**src/rtl/ifid_fetch_stage.sv**
```systemverilog
// ifid_fetch_stage: PC owner, single-outstanding imem fetch FSM and IF/ID pipeline register
module ifid_fetch_stage #(
  parameter int XLEN = 32,
  parameter logic [XLEN-1:0] RESET_PC = 32'h0000_0000,
  parameter logic [XLEN-1:0] NOP = 32'h0000_0013
) (
  input  logic            clk,
  input  logic            rst_n,
  input  logic            IF_redo,
  input  logic            ID_redo,
  input  logic            branch_taken,
  input  logic [XLEN-1:0] branch_target,
  output logic            imem_req,
  output logic [XLEN-1:0] imem_addr,
  input  logic            imem_gnt,
  input  logic            imem_rvalid,
  input  logic [XLEN-1:0] imem_rdata,
  output logic [XLEN-1:0] ifid_pc,
  output logic [XLEN-1:0] ifid_inst,
  output logic            ifid_valid
);
  typedef enum logic [1:0] {IDLE, REQ, WAIT, HOLD} state_t;
  state_t state, state_nx;
  logic [XLEN-1:0] pc, pc_nx, req_pc, req_pc_nx, buf_q, buf_nx, dlv_data, tgt;
  logic kill, kill_nx, deliver;
  assign tgt = {branch_target[XLEN-1:2], 2'b00};
  assign imem_req = (state == REQ) && !IF_redo && !branch_taken;
  assign imem_addr = pc;
  // kill marks an in-flight response that belongs to a squashed fetch
  always_comb begin
    state_nx = state;
    pc_nx = pc;
    req_pc_nx = req_pc;
    kill_nx = kill;
    buf_nx = buf_q;
    deliver = 1'b0;
    dlv_data = buf_q;
    case (state)
      IDLE: state_nx = REQ;
      REQ:
        if (branch_taken) pc_nx = tgt;
        else if (imem_req && imem_gnt) begin
          req_pc_nx = pc;
          state_nx = WAIT;
        end
      WAIT:
        if (branch_taken) begin
          pc_nx = tgt;
          kill_nx = !imem_rvalid;
          state_nx = imem_rvalid ? REQ : WAIT;
        end else if (imem_rvalid && kill) begin
          kill_nx = 1'b0;
          state_nx = REQ;
        end else if (imem_rvalid && !ID_redo) begin
          deliver = 1'b1;
          dlv_data = imem_rdata;
          pc_nx = req_pc + XLEN'(4);
          state_nx = REQ;
        end else if (imem_rvalid) begin
          buf_nx = imem_rdata;
          state_nx = HOLD;
        end
      HOLD:
        if (branch_taken) begin
          pc_nx = tgt;
          state_nx = REQ;
        end else if (!ID_redo) begin
          deliver = 1'b1;
          pc_nx = req_pc + XLEN'(4);
          state_nx = REQ;
        end
      default: state_nx = IDLE;
    endcase
  end
  always_ff @(posedge clk or negedge rst_n) begin
    if (!rst_n) begin
      state <= IDLE;
      pc <= RESET_PC;
      req_pc <= '0;
      kill <= 1'b0;
      buf_q <= '0;
    end else begin
      state <= state_nx;
      pc <= pc_nx;
      req_pc <= req_pc_nx;
      kill <= kill_nx;
      buf_q <= buf_nx;
    end
  end
  always_ff @(posedge clk or negedge rst_n) begin
    if (!rst_n) begin
      ifid_pc <= '0;
      ifid_inst <= NOP;
      ifid_valid <= 1'b0;
    end else if (branch_taken) begin
      ifid_pc <= '0;
      ifid_inst <= NOP;
      ifid_valid <= 1'b0;
    end else if (!ID_redo) begin
      ifid_pc <= deliver ? req_pc : ifid_pc;
      ifid_inst <= deliver ? dlv_data : NOP;
      ifid_valid <= deliver;
    end
  end
endmodule

```
**config.mk**
```make
export PLATFORM = sky130hd
export DESIGN_NAME = ifid_fetch_stage
export DESIGN_NICKNAME = d
export VERILOG_FILES = /design/src/rtl/ifid_fetch_stage.sv
export SDC_FILE = /design/constraint.sdc
export NUM_CORES = 1
export LEC_CHECK = 0
export ABC_AREA = 1
export BUFFER_PORTS_ARGS = -buffer_cell sky130_fd_sc_hd__buf_2
export CAP_MARGIN = 20
export CORE_MARGIN = 2
export CORE_UTILIZATION = 40
export DETAILED_ROUTE_END_ITERATION = 8
export HOLD_SLACK_MARGIN = 0.12
export PLACE_DENSITY = 0.62
export SLEW_MARGIN = 10
export SYNTH_ARGS = -nofsm -noshare
export SYNTH_HDL_FRONTEND = slang
export SYNTH_SLANG_ARGS = --single-unit
```
**constraint.sdc**
```tcl
create_clock -name clk -period 1.8 [get_ports clk]
set_input_delay 0.27 -clock clk [delete_from_list [all_inputs] [get_ports clk]]
set_output_delay 0.27 -clock clk [all_outputs]
set_load 0.01 [all_outputs]
```
==> impl_metrics.json <==
{
  "critPathLaunchType": "flip-flop",
  "max_clock_freq_mhz": 586,
  "synth-edff-count": 0,
  "routed_wl_um": 21300,
  "worstPathRequired_ns": 2.11,
  "r2r_start": "state[1]",
  "n_antenna_cell": 0,
  "synth-compound-area-share_pct": 13.9,
  "p_int_w": 0.00946,
  "dr.pass1.iters": 5,
  "drv_slew": 0,
  "muxShareOfSynthArea_pct": 0.147,
  "timing.final.crit_share_pct": 94.7,
  "status": "finished clean",
  "avgSynthCellArea_um2": 7.90,
  "area_growth_pct": 31.6,
  "wl_per_cell_um": 14.9,
  "ctsRootBufferMaster": "clkbuf_16",
  "clockPowerShare_pct": 26.5,
  "skew_ns": 0.0120,
  "grt_antenna_before_repair": 0,
  "hold_viol": 0,
  "grt_pass1_vias": 6385,
  "postSynthCellCount": 969,
  "stdcell_count": 1426,
  "cp_max_fo": 20,
  "critPathArrivalTime_ns": 2.01,
  "endpoint_kind": "flip-flop",
  "synthArstFlopShare_pct": 100,
  "relSlewSlack_pct": 77.1,
  "powerDensity_nw_per_um2": 1490,
  "synthAdderAreaFrac_pct": 0.654,
  "core_area_um2": 18800,
  "yosys_most_used_dff": "dfrtp_1",
  "vias_per_cell": 4.91,
  "min_from": "branch_target[12]",
  "nNetsFinal": 1255,
  "synth_xor_area_share_pct": 0.343,
  "grt_usage_pct": 21.3,
  "num_io_pins": 169,
  "die_y_um": 142,
  "synth.most_common_cell": "nand2_1",
  "dieArea_um2": 20300,
  "path_class": "flip-flop to flip-flop",
  "htreeDepth": 4,
  "synthSimpleGateAreaFrac_pct": 23.9,
  "syn-num-nets": 1044,
  "first_iter_violations": 437,
  "synthTopCellsByCount": "nand2_1, dfrtp_1, nor2_1, o21ai_0, inv_1",
  "peakVddDrop_uv": 839,
  "combinationalPowerShare_pct": 35.2,
  "ys_warn_count": 0,
  "p_switching_w": 0.00555,
  "power_frac_seq_pct": 38.2,
  "clk_path_buf_depth": 2,
  "synth_top_area_share_pct": 52.7,
  "seq_area_frac_synth_pct": 53.7,
  "cts_setup_buffers": 0,
  "grt_max_degree": 65,
  "rrSetupSlack_ns": 0.09,
  "synth_area_leaders": "dfrtp_1, nand2_1, nor2_1, o21ai_0, a21oi_1",
  "gr-total-overflow": 0,
  "clk_pin_slew_ns": 0.07,
  "clk_latency_ns": 0.43,
  "nFillCells": 1816,
  "ys_seq_elements": 164,
  "switching_share_pct": 37.0,
  "fin_setup_tns_ns": 0,
  "drive_above_1_share_pct": 22.8,
  "vias": 7005,
  "drc": 0,
  "cts_buffers": 17,
  "p_leak_nw": 5.19,
  "max_cap_viol_count": 0,
  "tightestPinTransition_ns": 0.343,
  "dp_cells": 1361,
  "start_util_pct": 40.8,
  "grt_setup_unrepaired": "false",
  "die-width_um": 142,
  "yosys.area.top_type": "dfrtp_1",
  "port_buffers": 166,
  "synth_top_family_by_area": "simple AND/OR/NAND/NOR gates",
  "grt_pass1_wl_um": 33600,
  "postRouteAntennaNets": 0,
  "rows": 50,
  "hpwl_um": 15200,
  "worstHoldPathType": "input port to flip-flop",
  "numClockSinks": 164,
  "cts_tree": "done",
  "finalSetupViolCount": 0,
  "synth_cell_type_count": 30,
  "fin_crit_ns": 1.71,
  "place.gp.congestion": 0.867,
  "crit_start": "state[1]",
  "syn-cell-area_um2": 7650
}
[power groups by stage]
stage          Clock [W]  Sequential (W)  Combinational (W)
6_report         0.00399         0.00574            0.00529
5_1_grt          0.00424         0.00588            0.00604
4_1_cts          0.00406         0.00572            0.00527
3_5_place_dp           0         0.00577            0.00519
3_3_place_gp           0         0.00576            0.00511
2_1_floorplan          0         0.00585            0.00298
[what timing repair did]
| item | CTS | global route |
|---|---|---|
| hold buffers | 33 | 0 |
| pin swaps | 0 | 2 |
| cloned | 0 | 1 |
| gates resized for setup | 1 | 14 |
| endpoints found under the hold margin | 196 | 0 |
| endpoints found under the setup margin | 1 | 70 |
[layout make-up]
type / instances / area, um2 / area share [%]
clock buffer: 21 / 480 / 4.77
tap: 234 / 293 / 2.91
multi-input combinational: 667 / 3030 / 30.1
sequential: 164 / 4110 / 40.8
timing repair buffer: 237 / 1630 / 16.2
clock inverter: 10 / 171 / 1.70
inverter: 93 / 352 / 3.49
[path summary, 6_finish.rpt]
path,cells past startpoint,to
max,10,imem_addr[21]
min,3,imem_addr[12]
max reg2reg,10,imem_addr[21]
min reg2reg,2,ifid_inst[28]
max in group asynchronous,3,ifid_pc[3]
min in group asynchronous,2,ifid_inst[29]
[state kept, by name, indices dropped and copies added, names as in the netlist]
register and flops:
buf_q 32, ifid_inst 32, ifid_pc 32, ifid_valid 1, imem_addr 32, kill 1
req_pc 32, state 2
[worst max-delay path, cell delays in order (launching register included)]
cell	delay, ns
dfrtp_1	0.44
inv_2	0.07
ha_4	0.17
nand2_2	0.08
nand2_1	0.05
nor2_1	0.12
nand2_2	0.12
buf_12	0.18
buf_12	0.15
a21oi_1	0.12
a21oi_1	0.09
[layout by cell type, fill, tap and decap left out, types with 2 or more instances in the layout]
cell,Yosys,layout
dfstp_2,3,3
nor2_2,4,6
nand3_1,76,76
nand4_1,3,3
dfrtp_1,161,160
a21oi_1,79,79
xor2_1,2,2
buf_2,16,165
buf_12,0,13
nand2_1,223,220
clkbuf_8,0,4
nand2_2,1,4
inv_2,9,10
clkbuf_16,0,18
dlygate4sd3_1,0,33
or2_2,3,3
clkinv_4,0,4
nor2_1,136,133
ha_4,0,2
nor2_4,1,2
inv_1,84,82
buf_4,4,24
o21ai_0,98,98
bufinv_16,0,4
o21ai_1,30,30
[metal layers]
metal / global-route usage, % / routed length, um
met1: 30.3 / 10200
met2: 33.6 / 9720
met3: 3.60 / 955
met4: 6.46 / 374
met5: 0 / 0
[per-stage QoR]
stage	total power [W]	area (um2)	hold slack [ns]	utilization [%]	setup WS (ns)
floorplan	0.00883	7650	-0.0256	-	0.114
finish	0.0150	10100	0.139	53.6	0.0948
CTS	0.0151	10000	0.122	53.3	0.0152
global route	0.0162	10100	0.131	53.6	0.00874
global placement	0.0109	9010	0.177	48.0	0.0925
detailed placement	0.0110	9010	0.182	48.0	0.0407
[logic make-up (layout without fill, tap and decap cells)]
logic type               Yosys count  in the layout
XOR/XNOR                           3              3
AND/OR/NAND/NOR                  449            449
AO/OA/AOI/OAI                    210            210
flip-flops                       164            164
multiplexers                       1              1
adder cells (fa/ha/maj)            4              4
buffers and inverters            138            361
(Power assumes the default switching activity.)
